--- src/rtl/scroller_pkg.sv ---
// scroller_pkg: shared FSM states, screen geometry and colours
// for the multi-object obstacle scroller.
package scroller_pkg;

  typedef enum logic [2:0] {
    S_IDLE,
    S_ERASE,
    S_UPDATE,
    S_DRAW,
    S_DONE
  } state_t;

  localparam int X_W = 8;
  localparam int Y_W = 7;
  localparam int C_W = 3;

  localparam int SCR_W = 160;
  localparam int SCR_H = 120;

  localparam int MAX_OBJ = 8;
  localparam logic [3:0] NO_SLOT = 4'd8;

  localparam logic [C_W-1:0] COL_OBJ = 3'b010;
  localparam logic [C_W-1:0] COL_BG  = 3'b000;

  localparam logic [9:0] SEED_DEF = 10'b0010010100;

  // lowest set bit of mask at or above from; NO_SLOT if none
  function automatic logic [3:0] next_slot(
    input logic [MAX_OBJ-1:0] mask,
    input logic [3:0]         from
  );
    logic [3:0] r;
    r = NO_SLOT;
    for (int i = MAX_OBJ - 1; i >= 0; i--)
      if (mask[i] && (4'(i) >= from))
        r = 4'(i);
    return r;
  endfunction

endpackage

--- src/rtl/spawn_lfsr.sv ---
// spawn_lfsr: free-running 10-bit Fibonacci LFSR (x^10 + x^7 + 1)
// folded into a legal spawn row in [0, ROW_MAX].
module spawn_lfsr
  import scroller_pkg::*;
#(
  parameter logic [9:0] SEED    = SEED_DEF,
  parameter int         ROW_MAX = 116
) (
  input  logic           clock,
  input  logic           resetn,
  output logic [Y_W-1:0] row
);

  localparam logic [Y_W-1:0] RMAX = Y_W'(ROW_MAX);
  localparam logic [Y_W-1:0] WRAP = Y_W'(ROW_MAX + 1);

  logic [9:0]     lfsr;
  logic [Y_W-1:0] raw;

  always_ff @(posedge clock or negedge resetn) begin
    if (!resetn)
      lfsr <= SEED;
    else
      lfsr <= {lfsr[8:0], lfsr[9] ^ lfsr[6]};
  end

  assign raw = lfsr[6:0];
  assign row = (raw > RMAX) ? raw - WRAP : raw;

endmodule

--- src/rtl/obstacle_scroller.sv ---
// obstacle_scroller: NUM_OBJ obstacles scrolled left once per frame tick,
// streamed to the VGA adapter as an erase pass followed by a draw pass.
module obstacle_scroller
  import scroller_pkg::*;
#(
  parameter int             NUM_OBJ    = 4,
  parameter int             OBJ_W      = 4,
  parameter int             OBJ_H      = 4,
  parameter int             SCREEN_W   = SCR_W,
  parameter int             SCREEN_H   = SCR_H,
  parameter int             TICK_DIV   = 833333,
  parameter int             SPAWN_GAP  = 40,
  parameter logic [9:0]     LFSR_SEED  = SEED_DEF,
  parameter logic [C_W-1:0] OBJ_COLOUR = COL_OBJ,
  parameter logic [C_W-1:0] BG_COLOUR  = COL_BG
) (
  input  logic               clock,
  input  logic               resetn,
  input  logic               enable,
  output logic [X_W-1:0]     x_out,
  output logic [Y_W-1:0]     y_out,
  output logic [C_W-1:0]     colour_out,
  output logic               plot,
  output logic               frame_done,
  output logic               busy,
  output logic [NUM_OBJ-1:0] active_mask
);

  localparam int TW = (TICK_DIV > 1) ? $clog2(TICK_DIV) : 1;
  localparam int GW = (SPAWN_GAP > 0) ? $clog2(SPAWN_GAP + 1) : 1;

  localparam logic [TW-1:0]  TICK_TOP = TW'(TICK_DIV - 1);
  localparam logic [GW-1:0]  GAP_TOP  = GW'(SPAWN_GAP);
  localparam logic [X_W-1:0] X_SPAWN  = X_W'(SCREEN_W - OBJ_W);
  localparam logic [X_W-1:0] DX_TOP   = X_W'(OBJ_W - 1);
  localparam logic [Y_W-1:0] DY_TOP   = Y_W'(OBJ_H - 1);

  state_t state_q, state_d;

  logic [TW-1:0] tick_cnt;
  logic          tick;
  logic          pending;

  logic [GW-1:0]      gap_q, gap_d;
  logic [NUM_OBJ-1:0] act_q, act_d;
  logic [X_W-1:0]     obj_x [NUM_OBJ];
  logic [X_W-1:0]     x_d   [NUM_OBJ];
  logic [Y_W-1:0]     obj_y [NUM_OBJ];
  logic [Y_W-1:0]     y_d   [NUM_OBJ];
  logic               spawned;

  logic [3:0]     cur_q, cur_d;
  logic [3:0]     first_old, first_new, nxt;
  logic [X_W-1:0] dx_q, dx_d;
  logic [Y_W-1:0] dy_q, dy_d;

  logic [Y_W-1:0] row;
  logic           pix;
  logic [X_W-1:0] px, x_h;
  logic [Y_W-1:0] py, y_h;
  logic [C_W-1:0] pc, c_h;

  spawn_lfsr #(
    .SEED    (LFSR_SEED),
    .ROW_MAX (SCREEN_H - OBJ_H)
  ) u_lfsr (
    .clock  (clock),
    .resetn (resetn),
    .row    (row)
  );

  assign tick = enable && (tick_cnt == '0);

  always_ff @(posedge clock or negedge resetn) begin
    if (!resetn)
      tick_cnt <= TICK_TOP;
    else if (enable)
      tick_cnt <= (tick_cnt == '0) ? TICK_TOP : tick_cnt - 1'b1;
  end

  // ticks landing mid-frame collapse into a single replay
  always_ff @(posedge clock or negedge resetn) begin
    if (!resetn)
      pending <= 1'b0;
    else if (!enable)
      pending <= 1'b0;
    else if (state_q == S_IDLE)
      pending <= 1'b0;
    else if (tick)
      pending <= 1'b1;
  end

  always_comb begin
    act_d   = act_q;
    gap_d   = gap_q;
    spawned = 1'b0;
    for (int i = 0; i < NUM_OBJ; i++) begin
      x_d[i] = obj_x[i];
      y_d[i] = obj_y[i];
    end
    if (state_q == S_UPDATE) begin
      for (int i = 0; i < NUM_OBJ; i++)
        if (act_q[i]) begin
          if (obj_x[i] == '0)
            act_d[i] = 1'b0;
          else
            x_d[i] = obj_x[i] - 1'b1;
        end
      if (gap_q != '0)
        gap_d = gap_q - 1'b1;
      // free means free before this update, so retirees wait a frame
      if (gap_d == '0)
        for (int i = 0; i < NUM_OBJ; i++)
          if (!act_q[i] && !spawned) begin
            spawned  = 1'b1;
            act_d[i] = 1'b1;
            x_d[i]   = X_SPAWN;
            y_d[i]   = row;
            gap_d    = GAP_TOP;
          end
    end
  end

  assign first_old = next_slot(MAX_OBJ'(act_q), 4'd0);
  assign first_new = next_slot(MAX_OBJ'(act_d), 4'd0);
  assign nxt       = next_slot(MAX_OBJ'(act_q), cur_q + 4'd1);

  always_comb begin
    state_d = state_q;
    cur_d   = cur_q;
    dx_d    = dx_q;
    dy_d    = dy_q;
    unique case (state_q)
      S_IDLE: begin
        if ((tick || pending) && enable) begin
          cur_d   = first_old;
          dx_d    = '0;
          dy_d    = '0;
          state_d = (first_old == NO_SLOT) ? S_UPDATE : S_ERASE;
        end
      end
      S_ERASE, S_DRAW: begin
        if (dx_q != DX_TOP) begin
          dx_d = dx_q + 1'b1;
        end else begin
          dx_d = '0;
          if (dy_q != DY_TOP) begin
            dy_d = dy_q + 1'b1;
          end else begin
            dy_d  = '0;
            cur_d = nxt;
            if (nxt == NO_SLOT)
              state_d = (state_q == S_ERASE) ? S_UPDATE : S_DONE;
          end
        end
      end
      S_UPDATE: begin
        cur_d   = first_new;
        dx_d    = '0;
        dy_d    = '0;
        state_d = (first_new == NO_SLOT) ? S_DONE : S_DRAW;
      end
      S_DONE:  state_d = S_IDLE;
      default: state_d = S_IDLE;
    endcase
  end

  always_comb begin
    px = '0;
    py = '0;
    for (int i = 0; i < NUM_OBJ; i++)
      if (cur_q == 4'(i)) begin
        px = obj_x[i] + dx_q;
        py = obj_y[i] + dy_q;
      end
  end

  assign pix = (state_q == S_ERASE) || (state_q == S_DRAW);
  assign pc  = (state_q == S_DRAW) ? OBJ_COLOUR : BG_COLOUR;

  always_ff @(posedge clock or negedge resetn) begin
    if (!resetn) begin
      state_q <= S_IDLE;
      cur_q   <= '0;
      dx_q    <= '0;
      dy_q    <= '0;
      gap_q   <= '0;
      act_q   <= '0;
      x_h     <= '0;
      y_h     <= '0;
      c_h     <= '0;
      for (int i = 0; i < NUM_OBJ; i++) begin
        obj_x[i] <= '0;
        obj_y[i] <= '0;
      end
    end else begin
      state_q <= state_d;
      cur_q   <= cur_d;
      dx_q    <= dx_d;
      dy_q    <= dy_d;
      gap_q   <= gap_d;
      act_q   <= act_d;
      for (int i = 0; i < NUM_OBJ; i++) begin
        obj_x[i] <= x_d[i];
        obj_y[i] <= y_d[i];
      end
      if (pix) begin
        x_h <= px;
        y_h <= py;
        c_h <= pc;
      end
    end
  end

  assign plot        = pix;
  assign x_out       = pix ? px : x_h;
  assign y_out       = pix ? py : y_h;
  assign colour_out  = pix ? pc : c_h;
  assign frame_done  = (state_q == S_DONE);
  assign busy        = (state_q != S_IDLE);
  assign active_mask = act_q;

endmodule

--- config.mk ---
export PLATFORM = sky130hd
export DESIGN_NAME = obstacle_scroller
export DESIGN_NICKNAME = d
export VERILOG_FILES = /design/src/rtl/scroller_pkg.sv /design/src/rtl/spawn_lfsr.sv /design/src/rtl/obstacle_scroller.sv
export SDC_FILE = /design/constraint.sdc
export NUM_CORES = 1
export LEC_CHECK = 0
export ABC_AREA = 1
export BUFFER_PORTS_ARGS = -buffer_cell sky130_fd_sc_hd__buf_4
export CORE_UTILIZATION = 35
export CTS_CLUSTER_SIZE = 14
export DETAILED_ROUTE_END_ITERATION = 12
export PLACE_DENSITY_LB_ADDON = 0.3
export SLEW_MARGIN = 10
export SYNTH_ARGS = -nofsm -noshare
export SYNTH_HDL_FRONTEND = slang
export SYNTH_SLANG_ARGS = --single-unit
export TNS_END_PERCENT = 10
--- constraint.sdc ---
create_clock -name clock -period 3.4 [get_ports clock]
set_clock_uncertainty 0.2 [all_clocks]
set_input_delay 0.68 -clock clock [delete_from_list [all_inputs] [get_ports clock]]
set_output_delay 0.68 -clock clock [all_outputs]
set_load 0.01 [all_outputs]
==> results of run 1 <==
-- worst max-delay path, cell delays in order (launching register included) --
cell and delay [ns]:
dfrtp_2 0.50, ha_4 0.20, inv_2 0.06, fa_2 0.20, inv_2 0.04, buf_4 0.12
buf_4 0.12, a21oi_1 0.10, o21ai_0 0.10, nand3_1 0.09, o211ai_1 0.11, a31oi_1 0.34
buf_4 0.20
-- worst min path at each step --
stage	startpoint	cells after the start	slack, ns	to
floorplan	u_lfsr.lfsr[8]	0	0.13	u_lfsr.lfsr[9]
global placement	u_lfsr.lfsr[8]	0	0.13	u_lfsr.lfsr[9]
detailed placement	u_lfsr.lfsr[8]	0	0.14	u_lfsr.lfsr[9]
CTS	resetn	1	0.11	state_q[2]
global route	resetn	1	0.14	state_q[2]
finish	resetn	1	0.06	state_q[2]
-- metal layers --
layer  part of all wire, %  GRT usage (%)  vias to the layer above  routed length, um
met5                     0              0                        -                  0
met4                   2.1           6.46                        0                539
met3                   3.2           2.88                       30                801
met2                    46           30.1                      115              11700
met1                    48           25.3                     3891              12100
li1                      -              -                     4175                  -
-- area by class of cell --
cell class / count / share of cell area, %
multi-input combinational: 899 / 49.8
sequential: 140 / 31.4
inverter: 167 / 5.66
timing repair buffer: 53 / 3.86
tap: 341 / 3.80
clock buffer: 17 / 3.79
clock inverter: 15 / 1.74
-- cells in the final DEF, fill, tap and decap left out, types with 5 or more instances in the layout --
cell type / netlist / layout
nand3_1: 62 / 58
nor2_2: 7 / 10
o21ai_1: 16 / 22
nor4_1: 8 / 8
xor2_1: 47 / 47
o211ai_1: 12 / 12
o21ai_0: 91 / 81
clkbuf_16: 0 / 17
inv_8: 0 / 5
inv_1: 159 / 153
or2_2: 6 / 5
fa_2: 0 / 8
dfstp_2: 14 / 14
o32ai_1: 5 / 5
inv_2: 3 / 9
buf_4: 1 / 48
dfrtp_1: 126 / 120
ha_1: 70 / 56
ha_4: 0 / 10
a31oi_1: 8 / 6
dfrtp_2: 0 / 6
xnor2_1: 10 / 10
nand2_2: 6 / 16
a21oi_1: 75 / 67
nor2_1: 129 / 125
a21oi_2: 3 / 10
o21ai_2: 6 / 10
nand4_1: 14 / 14
nand2_1: 243 / 233
nor3_1: 14 / 14
-- through the flow --
stage | setup WS, ns | TNS, ns
detailed placement | 0.176 | 0
global route | -0.214 | -1.66
global placement | 0.205 | 0
floorplan | 0.556 | 0
CTS | -0.120 | -0.415
finish | -0.107 | -0.333
-- power by group --
group / switching (mW) / leakage (nW) / internal (mW) / total [mW]
combinational: 0.196 / 3.21 / 0.103 / 0.299
sequential: 0.0686 / 1.78 / 1.76 / 1.83
clock: 0.887 / 0.304 / 1.07 / 1.95
total: 1.15 / 5.30 / 2.93 / 4.08
-- cells by family (layout without fill, tap and decap cells) --
family | count (synthesis) | in the layout
DFF | 140 | 140
and+or+nand+nor | 513 | 513
AOI/OAI and AO/OA | 251 | 251
adders and majority gates | 78 | 78
buffers and inverters | 193 | 252
xor gates and xnor gates | 57 | 57
-- cell usage after synthesis (all sizes together) --
cell	number	area share, %
a21boi	3	0.23
a21o	4	0.31
a21oi	78	4.2
a22oi	4	0.31
a311oi	4	0.37
a31o	1	0.091
a31oi	8	0.52
a32o	1	0.10
a32oi	1	0.091
a41oi	1	0.091
and2	1	0.065
buf	12	0.85
clkbuf	14	0.55
clkinv	4	0.17
dfrtp	126	33
dfstp	14	3.8
fa	8	1.7
ha	70	9.1
inv	163	6.4
nand2	251	10
nand3	64	3.6
nand3b	4	0.31
nand4	18	1.5
nor2	140	6.1
nor3	16	1.0
nor3b	1	0.078
nor4	9	0.74
o211ai	12	0.94
o21a	2	0.16
o21ai	113	6.1
o21bai	3	0.35
o221ai	3	0.27
o22ai	3	0.20
o311ai	1	0.091
o31ai	4	0.31
o32ai	5	0.46
or2	8	0.52
or3	1	0.065
xnor2	10	0.91
xor2	47	4.3
-- sequential cells by signal, indices dropped and copies added, names as in the netlist --
register and flops:
obj_x 32, obj_y 28, tick_cnt 20, u_lfsr.lfsr 10
dx_q 8, x_h 8, dy_q 7, y_h 7
gap_q 6, active_mask 4, c_h 3, cur_q 3
state_q 3, pending 1
-- repair_timing --
action | CTS | global route
setup buffers | 1 | 6
gates cloned | 0 | 0
endpoints found under the setup margin | 11 | 14
pin swaps | 3 | 23
resized for setup | 39 | 52
==> flow_metrics.env, run 1 <==
export IMPL_status="complete, but fails checks"
export IMPL_violations="negative setup slack"
export IMPL_drv_slew=0
export IMPL_yosysWarnings=0
export IMPL_nFillCells=2697
export IMPL_synth_seq_cells=140
export IMPL_synth_compound_gate_area_share_pct=15.2
export IMPL_reg2reg_depth=11
export IMPL_synthSimpleGateAreaFrac_pct=24.1
export IMPL_area_growth_pct=17.1
export IMPL_synth_top_family_by_area="simple AND/OR/NAND/NOR gates"
export IMPL_crit_type="flip-flop to output port"
export IMPL_muxShareOfSynthArea_pct=0
export IMPL_cts_sinks=140
export IMPL_powerDensity_mw_per_mm2=363
export IMPL_ant_nets=0
export IMPL_gr_total_overflow=0
export IMPL_crit_reg2reg_launch="gap_q[0]"
export IMPL_finalCritPeriodShare_pct=103
export IMPL_gp_congestion=0.828
export IMPL_htree_levels=4
export IMPL_yosysUniqueCellTypes=62
export IMPL_pin_count=28
export IMPL_end_kind="output port"
export IMPL_synth_cells=1232
export IMPL_finalPower_mw=4.08
export IMPL_postCtsHoldBufs=0
export IMPL_multiInputGateArea_sq_mm=0.00559
export IMPL_hold_ws_ns=0.0597
export IMPL_timing_final_ws_setup_ns=-0.107
export IMPL_startpoint="dx_q[0]"
export IMPL_core_area_sq_mm=0.0270
export IMPL_final_seq_area_sq_mm=0.00353
export IMPL_r2r_setup_slack_ns=0.64
export IMPL_worst_pin_slew_ns=0.806
export IMPL_place_area_sq_mm=0.0103
export IMPL_peakVddDrop_mv=0.348
export IMPL_drt_wl_total_um=25200
export IMPL_core_rowCount=60
export IMPL_crit_end="x_out[2]"
export IMPL_cts_tree="built"
export IMPL_drtIter0Drc=581
export IMPL_final_area_sq_mm=0.0112
export IMPL_grt_setup_unrepaired="true"
export IMPL_fmax_mhz=285
export IMPL_final_net_count=1359
export IMPL_clock_path_buffers=2
export IMPL_finalNonFillerCells=1632
export IMPL_power_leakage_nw=5.30
export IMPL_slew_headroom_pct=46.2
export IMPL_grt_first_pass_wirelength_um=41200
export IMPL_drc=0
export IMPL_worst_ep_arrival_time_ns=2.63
export IMPL_ys_seq_area_share_pct=36.7
export IMPL_setup_violations_final=6
export IMPL_drt_vias_per_instance=5.03
export IMPL_netlist_area_sq_mm=0.00959
export IMPL_first_global_vias=7830
export IMPL_dp_cells=1593
export IMPL_finalCriticalPeriod_ns=3.51
export IMPL_layout_drive_gt1_share_pct=16.8
export IMPL_crit_fanout=5
export IMPL_start_util_pct=35.6
export IMPL_die_area_sq_mm=0.0281
export IMPL_wl_per_cell_um=15.4
export IMPL_grt_max_degree=75
export IMPL_die_h_um=168
export IMPL_r2r_end="obj_x[28]"
export IMPL_syn_nets=1313
export IMPL_final_util_pct=41.7
export IMPL_min_path_type="input port to asynchronous set/reset pin"
export IMPL_critPathLaunchType="flip-flop"
export IMPL_drv_cap=0
export IMPL_clk_pin_slew_ns=0.06
export IMPL_diodes=0
export IMPL_antenna_found_initial=0
export IMPL_fp_dieW_um=168
export IMPL_syn_area_per_cell_sq_um=7.79
export IMPL_hold_violations=0
export IMPL_cts_made_buffers=17
export IMPL_dp_hpwl_um=18500
export IMPL_first_pass_iters=4
export IMPL_critPathRequiredTime_ns=2.52
export IMPL_vias=8211
export IMPL_synth_xor_area_share_pct=5.20
export IMPL_io_buffers=27
export IMPL_root_buffer="clkbuf_16"
export IMPL_synthAdderAreaFrac_pct=10.8
export IMPL_clk_latency_ns=0.44
export IMPL_grt_total_usage_pct=18.6
(Power assumes the default switching activity.)
==> run 2, diff against run 1 <==
--- a/config.mk
+++ b/config.mk
@@ -6,10 +6,10 @@
 export NUM_CORES = 1
 export LEC_CHECK = 0
 export ABC_AREA = 1
-export BUFFER_PORTS_ARGS = -buffer_cell sky130_fd_sc_hd__buf_4
 export CORE_UTILIZATION = 35
 export CTS_CLUSTER_SIZE = 14
 export DETAILED_ROUTE_END_ITERATION = 12
+export DONT_BUFFER_PORTS = 1
 export PLACE_DENSITY_LB_ADDON = 0.3
 export SLEW_MARGIN = 10
 export SYNTH_ARGS = -nofsm -noshare
==> constraint.sdc (replaced) <==
create_clock -name clock -period 3 [get_ports clock]
set_clock_uncertainty 0.2 [all_clocks]
set_input_delay 0.6 -clock clock [delete_from_list [all_inputs] [get_ports clock]]
set_output_delay 0.6 -clock clock [all_outputs]
set_load 0.01 [all_outputs]
==> run 2 against run 1 <==
Worst hold slack got worse by 0.39 ns. Final cell count fell by 0.61%. Total power rose by 12%. Die area did not move. Combinational power fell by 2%. Sequential power rose by 13%. The flow finishes with violations (negative hold slack, negative setup slack). Final area fell by 1.8%. Worst setup slack got worse by 0.17 ns. Sequential cell count did not move. Highest routed layer unchanged. Global-route usage barely moved. Clock power rose by 13%.
==> flow_metrics.env, run 2 (synthesis gave the netlist of run 1 again) <==
export IMPL_vias=8248
export IMPL_grt_setup_unrepaired="true"
export IMPL_place_area_sq_mm=0.0102
export IMPL_powerDensity_mw_per_mm2=415
export IMPL_hold_ws_ns=-0.325
export IMPL_diodes=0
export IMPL_finalCriticalPeriod_ns=3.27
export IMPL_io_buffers=0
export IMPL_top_register="obj_x"
export IMPL_power_leakage_nw=5.25
export IMPL_area_growth_pct=15.0
export IMPL_most_common_layout_cells="nand2_1, inv_1, nor2_1"
export IMPL_drv_slew=0
export IMPL_finalCritPeriodShare_pct=109
export IMPL_end_kind="output port"
export IMPL_min_path_type="input port to asynchronous set/reset pin"
export IMPL_largest_reg_flops=32
export IMPL_core_area_sq_mm=0.0270
export IMPL_setup_violations_final=12
export IMPL_cts_made_buffers=17
export IMPL_clk_pin_slew_ns=0.06
export IMPL_clk_latency_ns=0.43
export IMPL_peakVddDrop_mv=0.341
export IMPL_finalPower_mw=4.58
export IMPL_grt_first_pass_wirelength_um=41100
export IMPL_fmax_mhz=305
export IMPL_crit_fanout=5
export IMPL_cts_tree="built"
export IMPL_antenna_found_initial=0
export IMPL_crit_type="flip-flop to output port"
export IMPL_dr_max_layer_used="met4"
export IMPL_critPathTopFamily="adder cells"
export IMPL_grt_total_usage_pct=18.6
export IMPL_dr_wl_met3_um=841
export IMPL_drtIter0Drc=539
export IMPL_drc=0
export IMPL_die_h_um=168
export IMPL_final_area_sq_mm=0.0110
export IMPL_die_area_sq_mm=0.0281
export IMPL_ant_nets=0
export IMPL_first_global_vias=8064
export IMPL_finalNonFillerCells=1622
export IMPL_timing_final_ws_setup_ns=-0.274
export IMPL_violations="negative hold slack, negative setup slack"
export IMPL_worst_ep_arrival_time_ns=2.47
export IMPL_hold_violations=140
export IMPL_reg_top3="obj_x x32, obj_y x28, tick_cnt x20"
export IMPL_cts_sinks=140
export IMPL_final_net_count=1349
export IMPL_drt_vias_per_instance=5.09
export IMPL_clock_path_buffers=2
export IMPL_critPathRequiredTime_ns=2.20
export IMPL_fp_dieW_um=168
export IMPL_core_rowCount=60
export IMPL_first_pass_iters=7
export IMPL_final_util_pct=40.9
export IMPL_gp_congestion=0.881
export IMPL_status="complete, but fails checks"
export IMPL_gr_total_overflow=0
export IMPL_grt_max_degree=141
export IMPL_worst_pin_slew_ns=0.914
export IMPL_wl_per_cell_um=15.4
export IMPL_slew_headroom_pct=38.4
export IMPL_drv_cap=0
export IMPL_dp_hpwl_um=18800
export IMPL_htree_levels=4
export IMPL_critPathLaunchType="flip-flop"
export IMPL_cpPeakStageDelay_ns=0.46
export IMPL_start_util_pct=35.6
export IMPL_dp_cells=1586
export IMPL_drt_wl_total_um=25000
export IMPL_root_buffer="clkbuf_16"
export IMPL_critPathBufInv=1
export IMPL_wirelength_met1_um=11900
export IMPL_wl_met2_um=11600
export IMPL_layout_drive_gt1_share_pct=14.2
export IMPL_pin_count=28
export IMPL_slowest_stage="dfrtp_2"
export IMPL_crit_chain="ha_1, inv_1, fa_1, o21ai_2, nand2_1, a21oi_1, nor2_1, xnor2_1, a21oi_1, nand2_1, nand2_2, nand2_2"
export IMPL_final_common_cell="nand2_1"
-- run 2: cell types whose count changed in the layout (fill, tap and decap cells not counted), sizes merged --
cell and delta:
clkbuf +1, clkinv -2, buf -10, bufinv +2
inv -3, clkinvlp +2
-- run 2: final timing paths --
check                               start              to  slack (ns)  depth (start not counted)
hold reg to reg            u_lfsr.lfsr[8]  u_lfsr.lfsr[9]        0.16                          0
setup / recovery                  dx_q[0]        x_out[6]       -0.27                         12
min in group clock                 enable     tick_cnt[1]        0.07                          1
max in group asynchronous          resetn  u_lfsr.lfsr[2]        2.60                          0
setup reg to reg                  dy_q[0]        cur_q[3]        0.45                          9
hold / removal                     resetn     tick_cnt[0]       -0.33                          0
-- run 2: area by class of cell --
cell class,instances,area [sq um]
clock buffers,18,429
clock inverters,14,181
repair buffers,43,352
multi-input cells,899,5490
inverters,167,631
flip-flops and latches,140,3530
well taps,341,427
fillers,2659,15900
-- run 2: timing repair --
action	4_1_cts	5_1_grt
gates resized for setup	44	14
pin swaps	6	11
endpoints found under the hold margin	140	140
setup buffers	1	3
setup endpoints to repair	15	15
-- run 2: worst register-to-register path, stage by stage, from the launching register on --
cell and delay, ns:
dfrtp_2 0.43, buf_4 0.15, ha_1 0.18, inv_1 0.07, nor3_1 0.38, nor2_1 0.19
nor2_1 0.14, nand3_1 0.38, nor2_1 0.21, a22oi_1 0.08
-- run 2: through the flow --
step / hold WS, ns / TNS, ns / setup slack (ns)
after floorplan: 0.104 / 0 / 0.236
after CTS: -0.346 / -2.29 / -0.274
final: -0.325 / -2.06 / -0.274
after detailed placement: 0.113 / 0 / 0.0252
after global placement: 0.113 / 0 / 0.0553
after global routing: -0.345 / -4.15 / -0.436
-- run 2: power by group --
group          leakage (nW)  internal, mW  switching (mW)  total [mW]
Clock                 0.290          1.33           0.885        2.21
Combinational          3.17         0.111           0.182       0.293
Sequential             1.79          2.00          0.0782        2.07
Total                  5.25          3.43            1.15        4.58
-- run 2: routing by layer --
layer  track usage (%)  up-vias
li1                  -     4159
met2              30.6      145
met4              7.26        0
met1              24.7     3906
met5                 0        -
met3              2.69       38
==> run 3, diff against run 2 <==
--- a/config.mk
+++ b/config.mk
@@ -10,7 +10,9 @@
 export CTS_CLUSTER_SIZE = 14
 export DETAILED_ROUTE_END_ITERATION = 12
 export DONT_BUFFER_PORTS = 1
+export HOLD_SLACK_MARGIN = 0.05
 export PLACE_DENSITY_LB_ADDON = 0.3
+export SKIP_LAST_GASP = 1
 export SLEW_MARGIN = 10
 export SYNTH_ARGS = -nofsm -noshare
 export SYNTH_HDL_FRONTEND = slang
==> constraint.sdc (replaced) <==
create_clock -name clock -period 3.2 [get_ports clock]
set_clock_uncertainty 0.2 [all_clocks]
set_input_delay 0.64 -clock clock [delete_from_list [all_inputs] [get_ports clock]]
set_output_delay 0.64 -clock clock [all_outputs]
set_load 0.01 [all_outputs]
==> run 3 against run 2 <==
The flow still finishes with violations (negative hold slack, negative setup slack). First-iteration DRC count up 12%. Final cell count down 0.68%. Utilization down 0.24 points. Via count down 1.0%. Critical path type unchanged. Critical endpoint is now y_out[6]. Largest power group unchanged.
==> flow_metrics.env, run 3 (synthesis gave the netlist of run 1 again) <==
export IMPL_end_kind="output port"
export IMPL_hold_violations=137
export IMPL_area_growth_pct=14.3
export IMPL_slowest_stage="dfrtp_2"
export IMPL_critPathLaunchType="flip-flop"
export IMPL_pin_count=28
export IMPL_nFillCells=2678
export IMPL_first_pass_iters=6
export IMPL_gr_total_overflow=0
export IMPL_start_util_pct=35.6
export IMPL_fin_setup_tns_ns=-0.760
export IMPL_grt_util_met3_pct=2.72
export IMPL_slew_headroom_pct=37.0
export IMPL_p_sw_share_pct=23.8
export IMPL_timing_final_ws_setup_ns=-0.144
export IMPL_grt_busiest_layer="met2"
export IMPL_io_buffers=0
export IMPL_grt_total_usage_pct=18.7
export IMPL_hold_ws_ns=-0.284
export IMPL_clock_path_buffers=2
export IMPL_dp_cells=1571
export IMPL_critPathBufInv=3
export IMPL_finalCritPeriodShare_pct=105
export IMPL_cts_made_buffers=17
export IMPL_peakVddDrop_mv=0.350
export IMPL_core_area_sq_mm=0.0270
export IMPL_worst_ep_arrival_time_ns=2.50
export IMPL_final_net_count=1338
export IMPL_drc=0
export IMPL_p_switching_mw=1.05
export IMPL_fp_dieW_um=168
export IMPL_crit_fanout=4
export IMPL_comb_power_share_pct=6.3
export IMPL_gp_congestion=0.922
export IMPL_drv_slew=0
export IMPL_violations="negative hold slack, negative setup slack"
export IMPL_drt_vias_per_instance=5.07
export IMPL_crit_chain="buf_12, ha_4, inv_1, fa_2, nor2_1, o21ai_1, nand2_1, a21oi_1, or2_2, nand3_1, nand2_1, inv_1, nand2_1, nand2_2"
export IMPL_reg_top3="obj_x x32, obj_y x28, tick_cnt x20"
export IMPL_finalNonFillerCells=1611
export IMPL_layout_drive_gt1_share_pct=13.1
export IMPL_power_leakage_nw=5.21
export IMPL_grt_first_pass_wirelength_um=41300
export IMPL_p_clk_share_pct=49.6
export IMPL_min_path_type="input port to asynchronous set/reset pin"
export IMPL_die_h_um=168
export IMPL_drtIter0Drc=602
export IMPL_clk_pin_slew_ns=0.06
export IMPL_use_met1_pct=24.6
export IMPL_clk_latency_ns=0.42
export IMPL_most_common_layout_cells="nand2_1, inv_1, nor2_1"
export IMPL_fmax_mhz=299
export IMPL_drv_cap=0
export IMPL_core_rowCount=60
export IMPL_cpPeakStageDelay_ns=0.48
export IMPL_p_int_mw=3.37
export IMPL_top_register="obj_x"
export IMPL_htree_levels=4
export IMPL_vias=8162
export IMPL_drt_wl_total_um=24800
export IMPL_dp_hpwl_um=18500
export IMPL_crit_top_cell="nand2_1"
export IMPL_cts_sinks=140
export IMPL_grt_max_degree=141
export IMPL_worst_pin_slew_ns=0.935
export IMPL_final_util_pct=40.7
export IMPL_diodes=0
export IMPL_grt_setup_unrepaired="true"
export IMPL_final_common_cell="nand2_1"
export IMPL_gr_usage_met2_pct=31.0
export IMPL_critPathRequiredTime_ns=2.36
export IMPL_setup_violations_final=11
export IMPL_powerDensity_mw_per_mm2=403
export IMPL_crit_type="flip-flop to output port"
export IMPL_wl_per_cell_um=15.4
export IMPL_antenna_found_initial=0
export IMPL_ant_nets=0
export IMPL_finalPower_mw=4.42
export IMPL_status="complete, but fails checks"
export IMPL_cts_tree="built"
export IMPL_root_buffer="clkbuf_16"
export IMPL_finalCriticalPeriod_ns=3.34
export IMPL_seq_power_share_pct=44.0
export IMPL_first_global_vias=7954
export IMPL_largest_reg_flops=32
export IMPL_critPathTopFamily="simple AND/OR/NAND/NOR gates"
export IMPL_die_area_sq_mm=0.0281
## run 3: cell count changes in the layout (fill, tap and decap cells not counted), sizes merged
cell,before,now
buf,43,32
clkinv,6,9
clkinvlp,3,0
inv,169,166
bufinv,3,5
clkbuf,18,19
## run 3: worst paths after layout
path / start / end / slack [ns] / cells past startpoint
hold reg to reg: u_lfsr.lfsr[8] / u_lfsr.lfsr[9] / 0.15 / 0
setup reg to reg: gap_q[0] / obj_x[28] / 0.47 / 11
min in group clock: enable / tick_cnt[1] / 0.12 / 1
max in group asynchronous: resetn / u_lfsr.lfsr[7] / 2.78 / 0
setup / recovery: dy_q[0] / y_out[6] / -0.14 / 14
hold / removal: resetn / tick_cnt[0] / -0.28 / 0
## run 3: metal layers
layer | wire, um | up-vias
met5 | 0 | -
met4 | 633 | 0
met3 | 972 | 29
met2 | 11500 | 154
met1 | 11600 | 3848
li1 | - | 4131
## run 3: repair_timing
action | 4_1_cts | 5_1_grt
pin swaps | 22 | 8
endpoints found under the hold margin | 140 | 140
setup endpoints to repair | 12 | 15
gates resized for setup | 54 | 2
setup buffers | 7 | 1
## run 3: layout make-up
type | instances | area, sq um | share of cell area, %
inverters | 167 | 631 | 5.75
multi-input cells | 899 | 5480 | 50.0
clock buffers | 19 | 433 | 3.95
flip-flops and latches | 140 | 3530 | 32.2
well taps | 341 | 427 | 3.89
repair buffers | 32 | 253 | 2.30
clock inverters | 13 | 213 | 1.94
## run 3: worst register-to-register path, delay by kind of cell (launching register included)
kind	cells	cell delay (ns)
flip-flops	1	0.39
AO/OA/AOI/OAI	1	0.26
buffers and inverters	2	0.78
AND/OR/NAND/NOR	7	0.69
adder cells (fa/ha/maj)	1	0.22
## run 3: power groups by stage
stage	Combinational, mW	Sequential (mW)	Clock [mW]
finish	0.280	1.95	2.19
global route	0.321	1.95	2.31
CTS	0.282	1.94	2.23
detailed placement	0.279	1.98	0
global placement	0.275	1.97	0
floorplan	0.237	1.96	0
## run 3: through the flow
stage | setup WS (ns) | area, sq um
floorplan | 0.396 | 9590
global placement | 0.170 | 10100
detailed placement | 0.144 | 10100
CTS | -0.116 | 10900
global route | -0.282 | 11000
finish | -0.144 | 11000
